===== src/rtl/adder_64_pkg.sv =====
// adder_64_pkg: shared widths for the pipelined 64-bit adder.
//   LEN_DATA : operand/sum width (overridable through the `LEN_DATA define)
//   SEG_W    : bits added per pipeline stage
//   NSEG     : number of segments == number of pipeline stages
`ifndef LEN_DATA
`define LEN_DATA 64
`endif

package adder_64_pkg;
   localparam int LEN_DATA = `LEN_DATA;
   localparam int SEG_W    = 16;
   localparam int NSEG     = LEN_DATA / SEG_W;
endpackage


===== src/rtl/adder_64_if.sv =====
// adder_64_if: operand/result bus of the pipelined adder.
//   valid, a, b, cin : new operation (driven by master)
//   sum, cout, rdy   : registered result and its one-cycle strobe (driven by slave)
interface adder_64_if;
   import adder_64_pkg::*;

   logic                valid;
   logic [LEN_DATA-1:0] a;
   logic [LEN_DATA-1:0] b;
   logic                cin;
   logic [LEN_DATA-1:0] sum;
   logic                cout;
   logic                rdy;

   modport master (output valid, a, b, cin, input  sum, cout, rdy);
   modport slave  (input  valid, a, b, cin, output sum, cout, rdy);
endinterface


===== src/rtl/adder_64_seg.sv =====
// adder_64_seg: purely combinational W-bit add slice.
//   x_i, y_i : segment operands
//   ci_i     : carry into the segment
//   s_o      : segment sum
//   co_o     : carry out of the segment
module adder_64_seg #(
   parameter int W = 16
) (
   input  logic [W-1:0] x_i,
   input  logic [W-1:0] y_i,
   input  logic         ci_i,
   output logic [W-1:0] s_o,
   output logic         co_o
);
   assign {co_o, s_o} = {1'b0, x_i} + {1'b0, y_i} + {{W{1'b0}}, ci_i};
endmodule


===== src/rtl/adder_64.sv =====
// adder_64: pipelined LEN_DATA-bit adder, one SEG_W-bit segment per stage.
//   clk : clock, all state on the rising edge
//   rst : synchronous active-low reset, dominates en
//   en  : global enable, 0 freezes every register
//   bus : slave side of adder_64_if (valid/a/b/cin in, sum/cout/rdy out)
// An operation captured at enabled edge t produces sum/cout/rdy at enabled
// edge t+NSEG-1. Stages 0..NSEG-2 own a pipeline register; the last stage
// adds combinationally from stage NSEG-2 straight into the output registers.
module adder_64
   import adder_64_pkg::*;
(
   input  logic       clk,
   input  logic       rst,
   input  logic       en,
   adder_64_if.slave  bus
);
   logic [LEN_DATA-1:0] sum_d, sum_q;
   logic                cout_d, cout_q;
   logic                rdy_d, rdy_q;

   genvar gi;
   for (gi = 0; gi < NSEG; gi++) begin : g_stage
      localparam int LO = gi * SEG_W;        // first bit of this stage's segment
      localparam int HI = (gi + 1) * SEG_W;  // first bit still to be added after this stage

      logic [SEG_W-1:0] seg_x, seg_y, seg_s;
      logic             seg_ci, seg_co, seg_v;

      // Stage 0 adds straight off the input bus; later stages read the
      // skewed operand segment and the carry registered by the stage before.
      if (gi == 0) begin : g_src
         assign seg_x  = bus.a[SEG_W-1:0];
         assign seg_y  = bus.b[SEG_W-1:0];
         assign seg_ci = bus.cin;
         assign seg_v  = bus.valid;
      end else begin : g_src
         assign seg_x  = g_stage[gi-1].g_reg.a_q[LO +: SEG_W];
         assign seg_y  = g_stage[gi-1].g_reg.b_q[LO +: SEG_W];
         assign seg_ci = g_stage[gi-1].g_reg.c_q;
         assign seg_v  = g_stage[gi-1].g_reg.v_q;
      end

      adder_64_seg #(.W(SEG_W)) u_seg (
         .x_i  (seg_x),
         .y_i  (seg_y),
         .ci_i (seg_ci),
         .s_o  (seg_s),
         .co_o (seg_co)
      );

      if (gi < NSEG - 1) begin : g_reg
         // Skew registers hold only the operand bits not yet added; deskew
         // registers hold only the sum bits already finished.
         logic [LEN_DATA-1:HI] a_d, a_q;
         logic [LEN_DATA-1:HI] b_d, b_q;
         logic [HI-1:0]        s_d, s_q;
         logic                 c_q, v_q;

         if (gi == 0) begin : g_fwd
            assign a_d = bus.a[LEN_DATA-1:HI];
            assign b_d = bus.b[LEN_DATA-1:HI];
            assign s_d = seg_s;
         end else begin : g_fwd
            assign a_d = g_stage[gi-1].g_reg.a_q[LEN_DATA-1:HI];
            assign b_d = g_stage[gi-1].g_reg.b_q[LEN_DATA-1:HI];
            assign s_d = {seg_s, g_stage[gi-1].g_reg.s_q};
         end

         always_ff @(posedge clk) begin
            if (!rst) begin
               a_q <= '0;
               b_q <= '0;
               s_q <= '0;
               c_q <= 1'b0;
               v_q <= 1'b0;
            end else if (en) begin
               a_q <= a_d;
               b_q <= b_d;
               s_q <= s_d;
               c_q <= seg_co;
               v_q <= seg_v;
            end
         end
      end else begin : g_out
         assign sum_d  = {seg_s, g_stage[gi-1].g_reg.s_q};
         assign cout_d = seg_co;
         assign rdy_d  = seg_v;
      end
   end

   // Result registers only load behind a valid op, so bubbles leave the
   // previous sum/cout visible while rdy drops to 0.
   always_ff @(posedge clk) begin
      if (!rst) begin
         sum_q  <= '0;
         cout_q <= 1'b0;
         rdy_q  <= 1'b0;
      end else if (en) begin
         rdy_q <= rdy_d;
         if (rdy_d) begin
            sum_q  <= sum_d;
            cout_q <= cout_d;
         end
      end
   end

   assign bus.sum  = sum_q;
   assign bus.cout = cout_q;
   assign bus.rdy  = rdy_q;
endmodule


===== src/flat_wrapper.sv =====
// flat-port wrapper written by rule: the top's interface ports become plain ports
module adder_64_flat import adder_64_pkg::*;
  (clk, rst, en, bus_valid, bus_a, bus_b, bus_cin, bus_sum, bus_cout, bus_rdy);
  adder_64_if bus_i ();
  input  logic clk;
  input  logic rst;
  input  logic en;
  input wire logic [$bits(bus_i.valid)-1:0] bus_valid;
  input wire logic [$bits(bus_i.a)-1:0] bus_a;
  input wire logic [$bits(bus_i.b)-1:0] bus_b;
  input wire logic [$bits(bus_i.cin)-1:0] bus_cin;
  output wire logic [$bits(bus_i.sum)-1:0] bus_sum;
  output wire logic [$bits(bus_i.cout)-1:0] bus_cout;
  output wire logic [$bits(bus_i.rdy)-1:0] bus_rdy;
  assign bus_i.valid = bus_valid;
  assign bus_i.a = bus_a;
  assign bus_i.b = bus_b;
  assign bus_i.cin = bus_cin;
  assign bus_sum = bus_i.sum;
  assign bus_cout = bus_i.cout;
  assign bus_rdy = bus_i.rdy;
  adder_64 u_core (.clk(clk), .rst(rst), .en(en), .bus(bus_i));
endmodule

===== config.mk =====
export PLATFORM = sky130hd
export DESIGN_NAME = adder_64_flat
export DESIGN_NICKNAME = d
export VERILOG_FILES = /design/src/rtl/adder_64_pkg.sv /design/src/rtl/adder_64_if.sv /design/src/rtl/adder_64_seg.sv /design/src/rtl/adder_64.sv /design/src/flat_wrapper.sv
export SDC_FILE = /design/constraint.sdc
export NUM_CORES = 1
export LEC_CHECK = 0
export CORE_UTILIZATION = 30
export DETAILED_ROUTE_END_ITERATION = 8
export HOLD_SLACK_MARGIN = 0.02
export MAX_ROUTING_LAYER = met4
export PLACE_DENSITY = 0.54
export RECOVER_POWER = 50
export SETUP_SLACK_MARGIN = 0.4
export SYNTH_ARGS = -nofsm -noshare
export SYNTH_HDL_FRONTEND = slang
export SYNTH_SLANG_ARGS = --single-unit

===== constraint.sdc =====
create_clock -name clk -period 7.1 [get_ports clk]
set_clock_uncertainty 0.15 [all_clocks]
set_input_delay 2.13 -clock clk [delete_from_list [all_inputs] [get_ports clk]]
set_output_delay 2.13 -clock clk [all_outputs]
set_load 0.01 [all_outputs]

== After elaboration in Yosys (flattened, before gate mapping) ==
Index checks and enable logic that the tools add are counted.

* Word-level logic and storage cells: 27
* Bits in registers: 360
* Output and inout bits: 66
* Input port bits: 133

* Reduce and logical (&&, ||, !) cells: 1
* Add/subtract/negate cells: 8

{| class="wikitable"
|+ Operators by type and width
! kind !! number
|-
| $add 16x16->17 || 4
|-
| $add 17x1->17 || 4
|-
| $reduce_and 2->1 || 1
|}

== Logic depth before layout (Yosys ltp) ==
Gate-level depths: netlist of the first run.

* Depth in word-level cells: 2
* Depth in mapped cells: 10

== Cells and area by module ==
Synthesis of the first run repeated with hierarchy kept, for this count alone.

* Cells, all modules: 1610
* Area, all modules: 16629.7 um2

{| class="wikitable"
|+ Modules (own cells, without submodules)
! module !! area an instance (um2) !! seq. area each (um2) !! instances !! cells an instance
|-
| adder_64 || 13689.4 || 7206.9 || 1 || 1247
|-
| adder_64_seg (u_core.g_stage[1].u_seg ...) || 733.2 || 0.0 || 2 || 89
|-
| adder_64_seg (u_core.g_stage[0].u_seg) || 747.0 || 0.0 || 1 || 94
|-
| adder_64_seg (u_core.g_stage[3].u_seg) || 726.9 || 0.0 || 1 || 91
|}

== Worst setup path before layout of the first run ==
No wires, ideal clock.

* Path type: input port to flip-flop
* From: in bus_cin
* To: reg u_core.g_stage[0].g_reg.c_q
* Path buffers: 0
* Data required time: 6.832 ns
* Data arrival time: 4.230 ns
* Slack: 2.603 ns
* Cell stages on the path: 9
* Path through: fa_1 > fa_1 > a21oi_1 > o21ai_0 > a211oi_1 > o21ai_0 > a31oi_1 > o21ai_0 > o2111a_1

* Cells in the longest elaborated chain, start to end: 1

{| class="wikitable"
|+ RTL lines
! item !! line !! source
|-
| start: declaration || flat_wrapper.sv:11 || <nowiki>input wire logic [$bits(bus_i.cin)-1:0] bus_cin;</nowiki>
|-
| $add 17x1->17 || adder_64_seg.sv:15 || <nowiki>assign {co_o, s_o} = {1'b0, x_i} + {1'b0, y_i} + {{W{1'b0}}, ci_i};</nowiki>
|-
| end signal: assignment || adder_64.sv:80 || <nowiki>c_q <= seg_co;</nowiki>
|-
| end: declaration || adder_64.sv:57 || <nowiki>logic c_q, v_q;</nowiki>
|}

No other way between the ends.
A chain may end at the register's enable or synchronous reset.

==> flow_summary.json, run 1 <==
{
  "status": "complete, but fails checks",
  "violations": "capacitance limit, slew limit",
  "fin_ws_ps": 1680,
  "cts_made_buffers": 42,
  "post-dp-hpwl_microns": 25100,
  "async_flop_share_pct": 0,
  "clockPowerShare_pct": 45.4,
  "critical_path_class": "in -> reg",
  "mostFrequentLayoutCells": "dfxtp_1, nor2b_1, mux2i_1, clkdlybuf4s50_1, nand2_1",
  "switchingPower_w": 0.00110,
  "period_needed_ps": 5420,
  "ys_ff_latch": 360,
  "drive_gt1_share_pct": 4.48,
  "finalCritPeriodShare_pct": 76.3,
  "syn_nets": 1820,
  "grt_pass1_wl_microns": 59200,
  "antenna_found_initial": 1,
  "wl_per_cell_microns": 15.1,
  "overflow": 0,
  "grt_usage_pct": 14.1,
  "worst_pin_slew_ps": 2210,
  "drt-total-wl_microns": 37700,
  "initial_core_util_pct": 30.4,
  "worstPathCellList": "clkbuf_2 -> nand2_1 -> or4_1 -> nand3_1",
  "slowest_stage": "clkbuf_2",
  "synth_area_sq_um": 16000,
  "dr.pass1.iters": 4,
  "ir_drop_uv": 139,
  "seq_power_share_pct": 45.2,
  "synth.avg_cell_area_sq_um": 9.88,
  "core_area_sq_um": 52700,
  "die_w_microns": 233,
  "ios": 199,
  "grt_max_degree": 224,
  "post_cts_buffers": 0,
  "cts_hold_buffers": 0,
  "synth.area.mux_share_pct": 16.1,
  "p_leak_nw": 7.98,
  "area_growth_syn_to_layout_pct": 24.7,
  "max_slew_margin_pct": -47.1,
  "slew_violations": 127,
  "synth_cells": 1619,
  "clock_path_buffers": 3,
  "fin_setup_tns_ps": 0,
  "n_fill_cell": 5206,
  "yosysWarnings": 0,
  "slowest_delay_ps": 1470,
  "ys.flop_type": "dfxtp_1",
  "grt_pass1_vias": 11000,
  "drc": 0,
  "fin_util_pct": 37.9,
  "clock-sinks": 360,
  "tritoncts": "yes",
  "nNetsFinal": 1976,
  "setup-violations-final": 0,
  "rows": 84,
  "final_common_cell": "dfxtp_1",
  "cts_root_buffer": "clkbuf_16",
  "portBuffers": 198,
  "hold_ws_ps": 303,
  "switching_share_pct": 23.1,
  "path_buf_inv": 1,
  "die_area_sq_um": 54200,
  "ys_types": 65,
  "seq_area_frac_synth_pct": 45.1,
  "vias_per_cell": 4.55,
  "maxCapViolations": 1,
  "drtIter0Drc": 514,
  "synth_compound_area_share_pct": 10.3,
  "die_height_microns": 233,
  "ant_nets": 0,
  "yosys.area_share.simple_pct": 18.1,
  "cts.clk_slew.worst_paths_ps": 60,
  "stdcell_area_sq_um": 19900,
  "power_frac_comb_pct": 9.3,
  "critPathMaxFanout": 127,
  "rsz0062_at_grt": "no",
  "worstPathRequired_ps": 7450,
  "cts.repair.resized": 0,
  "fmax_mhz": 185,
  "clk_latency_ps": 560,
  "synth_fa_ha_area_share_pct": 5.69,
  "gp_congestion": 0.852,
  "p_per_area_nw_per_um2": 238,
  "critPathArrivalTime_ps": 5770,
  "dp_slack_ps": 1780,
  "synth-xor-area-share_pct": 2.03,
  "synth_top_family_by_area": "simple AND/OR/NAND/NOR gates",
  "synth_edf_count": 0,
  "hp-class": "reg -> reg",
  "synth_top_area_share_pct": 45.1,
  "placed_cell_area_sq_um": 18600,
  "synth_top_cell_by_area": "dfxtp_1",
  "final_hold_viol_count": 0,
  "worst_path_dominant_cell_family": "simple AND/OR/NAND/NOR gates",
  "critPathCaptureType": "register",
  "p_int_w": 0.00366,
  "startpoint_type": "input pin",
  "num_vias": 11400,
  "synth.area.top_cells": "dfxtp_1, mux2i_1, nor2b_1, ha_1, nand2_1",
  "htree_levels": 2
}
power groups by stage:
stage	registers, W	logic (W)	clock network [W]
global placement	0.00219	0.000440	0
global route	0.00216	0.000491	0.00233
CTS	0.00215	0.000450	0.00224
floorplan	0.00218	0.000302	0
finish	0.00215	0.000444	0.00216
detailed placement	0.00219	0.000447	0
cells in the mapped netlist (5+ instances only):
cell type and n:
a21o_1 11, buf_2 10, xor2_1 20, xnor2_1 17, o21bai_1 8, fa_1 8, and2_1 12, a21oi_1 40
buf_1 17, nor3_1 8, a21boi_0 55, nand3_1 22, nand4_1 6, ha_1 60, dfxtp_1 360, o21a_1 15
o211a_1 5, nor2b_1 272, o21ai_0 54, mux2i_1 256, nor2_1 30, clkbuf_1 65, a211oi_1 13, inv_1 21
nand2_1 160, nand2b_1 6
worst register-to-register path: stages (launching register included):
cell and delay (ps):
dfxtp_1 340, fa_1 480, inv_1 90, fa_1 190, nand2b_1 160, a21oi_1 120, a2111oi_0 650, o21ai_0 300
o21ai_0 270, mux2i_1 100, a31o_2 210
area by class of cell:
class	count	area, sq um	share of cell area, %
clock inverter	11	134	0.671
multi-input combinational	1146	8360	41.9
antenna	1	2.50	0.0125
sequential	360	7210	36.1
inverter	21	78.8	0.395
timing repair buffer	204	2050	10.3
tap	688	861	4.32
clock buffer	65	1250	6.26
routing by layer:
metal / share of wire [%] / routed length, microns / track usage, %
met1: 49 / 18400 / 18.5
met2: 44 / 16600 / 21.8
met3: 4.8 / 1820 / 2.77
met4: 2.2 / 846 / 4.25
met5: 0 / 0 / -
kinds of logic after synthesis:
group / Yosys count
buffers and inverters: 113
AOI/OAI and AO/OA: 244
adders and majority gates: 68
xor gates and xnor gates: 37
DFF: 360
muxes: 257
and+or+nand+nor: 540
registers in the layout, indices dropped and copies added, names as in the netlist:
signal                    count
u_core.g_stage.g_reg.c_q      3
u_core.g_stage.g_reg.v_q      3
u_core.g_stage.g_reg.a_q     96
u_core.g_stage.g_reg.s_q     96
u_core.bus.cout               1
u_core.bus.rdy                1
u_core.g_stage.g_reg.b_q     96
u_core.bus.sum               64
worst paths after layout:
check / startpoint / to / slack (ps) / cells after the start
worst max-delay path: rst / u_core.g_stage[1].g_reg.s_q[28]$_SDFFE_PN0P_ / 1680 / 4
worst min-delay path: u_core.g_stage[1].g_reg.s_q[25]$_SDFFE_PN0P_ / u_core.g_stage[1].g_reg.s_q[25]$_SDFFE_PN0P_ / 300 / 2
worst max register to register: u_core.g_stage[2].g_reg.c_q$_SDFFE_PN0P_ / u_core.bus.sum[62]$_SDFFE_PN0P_ / 3930 / 10
worst min register to register: u_core.g_stage[1].g_reg.s_q[25]$_SDFFE_PN0P_ / u_core.g_stage[1].g_reg.s_q[25]$_SDFFE_PN0P_ / 300 / 2
metrics by stage:
stage / total power, W / std cells
global placement: 0.00263 / 2419
CTS: 0.00485 / 2495
detailed placement: 0.00264 / 2419
floorplan: 0.00248 / 1619
global route: 0.00498 / 2496
finish: 0.00475 / 2496
(Power assumes the default switching activity.)
==> run 2: changes to the inputs <==
--- a/config.mk
+++ b/config.mk
@@ -9,7 +9,7 @@
 export DETAILED_ROUTE_END_ITERATION = 8
 export HOLD_SLACK_MARGIN = 0.02
 export MAX_ROUTING_LAYER = met4
-export PLACE_DENSITY = 0.54
+export PLACE_DENSITY = 0.56
 export RECOVER_POWER = 50
 export SETUP_SLACK_MARGIN = 0.4
 export SYNTH_ARGS = -nofsm -noshare
==> constraint.sdc (replaced) <==
create_clock -name clk -period 4.8 [get_ports clk]
set_clock_uncertainty 0.15 [all_clocks]
set_input_delay 1.44 -clock clk [delete_from_list [all_inputs] [get_ports clk]]
set_output_delay 1.44 -clock clk [all_outputs]
set_load 0.01 [all_outputs]
==> flow_summary.json, run 2 (synthesis gave the netlist of run 1 again) <==
{
  "p_int_w": 0.00560,
  "rsz0062_at_grt": "no",
  "wl_per_cell_microns": 15.0,
  "portBuffers": 198,
  "dr.pass1.iters": 4,
  "overflow": 0,
  "fmax_mhz": 247,
  "drc": 0,
  "post_cts_buffers": 0,
  "num_vias": 11500,
  "max_slew_margin_pct": -74.5,
  "clock-sinks": 360,
  "drive_gt1_share_pct": 4.97,
  "grt_usage_pct": 14.0,
  "ff_latch_area_sq_um": 7210,
  "critPathCaptureType": "register",
  "p_per_area_nw_per_um2": 361,
  "top_regs": "u_core.g_stage.g_reg.a_q x96, u_core.g_stage.g_reg.b_q x96, u_core.g_stage.g_reg.s_q x96",
  "mostFrequentLayoutCells": "dfxtp_1, nor2b_1, mux2i_1, clkdlybuf4s50_1, nand2_1",
  "period_needed_ps": 4040,
  "dp_slack_ps": 209,
  "die_area_sq_um": 54200,
  "cts_root_buffer": "clkbuf_16",
  "clk_latency_ps": 550,
  "final_hold_viol_count": 0,
  "final_common_cell": "dfxtp_1",
  "cts.repair.resized": 0,
  "finalCritPeriodShare_pct": 84.2,
  "grt_pass1_wl_microns": 59500,
  "maxCapViolations": 5,
  "p_leak_nw": 8.03,
  "rows": 84,
  "seq_power_share_pct": 44.0,
  "worstPathRequired_ps": 5050,
  "n_fill_cell": 5204,
  "htree_levels": 2,
  "switchingPower_w": 0.00164,
  "antenna_found_initial": 0,
  "cts_hold_buffers": 0,
  "area_growth_syn_to_layout_pct": 25.4,
  "initial_core_util_pct": 30.4,
  "vias_per_cell": 4.61,
  "clockPowerShare_pct": 46.9,
  "gp_congestion": 0.862,
  "slew_violations": 499,
  "critPathArrivalTime_ps": 4290,
  "drt-total-wl_microns": 37500,
  "ios": 199,
  "fin_util_pct": 38.1,
  "fin_ws_ps": 758,
  "post-dp-hpwl_microns": 25100,
  "switching_share_pct": 22.6,
  "clock_path_buffers": 3,
  "ant_nets": 0,
  "status": "complete, but fails checks",
  "critical_path_class": "in -> reg",
  "grt_pass1_vias": 11300,
  "die_height_microns": 233,
  "setup-violations-final": 0,
  "power_frac_comb_pct": 9.1,
  "tritoncts": "yes",
  "nNetsFinal": 1980,
  "grt_max_degree": 194,
  "cts_made_buffers": 42,
  "critPathMaxFanout": 2,
  "cts.clk_slew.worst_paths_ps": 60,
  "violations": "capacitance limit, slew limit",
  "ir_drop_uv": 206,
  "die_w_microns": 233,
  "startpoint_type": "input pin",
  "drtIter0Drc": 600,
  "multiInputGateArea_sq_um": 8360,
  "worst_pin_slew_ps": 2620,
  "hp-class": "reg -> reg",
  "fin_setup_tns_ps": 0,
  "core_area_sq_um": 52700
}
==> run 2: changes by cell type in the layout (fill, tap and decap cells not counted), moves of 2 or more <==
| cell | change |
|---|---|
| clkinv_2 | -2 |
| clkbuf_8 | +6 |
| clkinvlp_4 | +2 |
| clkbuf_1 | -4 |
| buf_12 | -2 |
| clkbuf_4 | +2 |
| clkbuf_16 | +2 |
==> run 2: power groups by stage <==
stage	combinational [W]	sequential (W)	clock, W
final	0.000661	0.00318	0.00340
after global routing	0.000730	0.00319	0.00363
after CTS	0.000662	0.00318	0.00351
after detailed placement	0.000658	0.00325	0
after global placement	0.000647	0.00325	0
after floorplan	0.000447	0.00322	0
==> run 2: final timing paths <==
kind              depth (start not counted)                                         start                                           end  slack [ps]
setup reg to reg                         10      u_core.g_stage[2].g_reg.c_q$_SDFFE_PN0P_               u_core.bus.sum[62]$_SDFFE_PN0P_        1700
hold / removal                            2  u_core.g_stage[2].g_reg.s_q[47]$_SDFFE_PN0P_  u_core.g_stage[2].g_reg.s_q[47]$_SDFFE_PN0P_         310
setup / recovery                         10                                       bus_cin  u_core.g_stage[0].g_reg.s_q[14]$_SDFFE_PN0P_         760
hold reg to reg                           2  u_core.g_stage[2].g_reg.s_q[47]$_SDFFE_PN0P_  u_core.g_stage[2].g_reg.s_q[47]$_SDFFE_PN0P_         310
==> run 2: area by class of cell <==
type / count / area share, %
multi-input combinational: 1146 / 41.7
sequential: 360 / 35.9
timing repair buffer: 208 / 10.2
clock buffer: 65 / 6.68
tap: 688 / 4.29
clock inverter: 11 / 0.798
inverter: 21 / 0.393
antenna: 2 / 0.0249
==> run 2: layer usage <==
layer / vias to the layer above / GRT usage [%] / wire (microns)
li1: 5897 / - / -
met1: 5366 / 18.6 / 18500
met2: 206 / 21.5 / 16600
met3: 50 / 2.84 / 1630
met4: 0 / 4.15 / 761
met5: - / - / 0
==> run 2: metrics by stage <==
step / std cells / cell area, sq um / hold slack [ps] / power (W)
floorplan: 1619 / 16000 / 275 / 0.00367
global placement: 2423 / 18600 / 283 / 0.00389
CTS: 2499 / 20100 / 310 / 0.00736
detailed placement: 2423 / 18600 / 297 / 0.00391
global route: 2499 / 20100 / 327 / 0.00756
finish: 2501 / 20100 / 308 / 0.00724
==> run 2: worst max-delay path, cell delays in order <==
cell and delay [ps]:
clkdlybuf4s50_1 430, fa_1 470, fa_1 420, a21oi_1 210
o21ai_0 180, a211oi_1 400, o21ai_0 220, a31oi_1 280
xnor2_1 150, o21ai_0 90
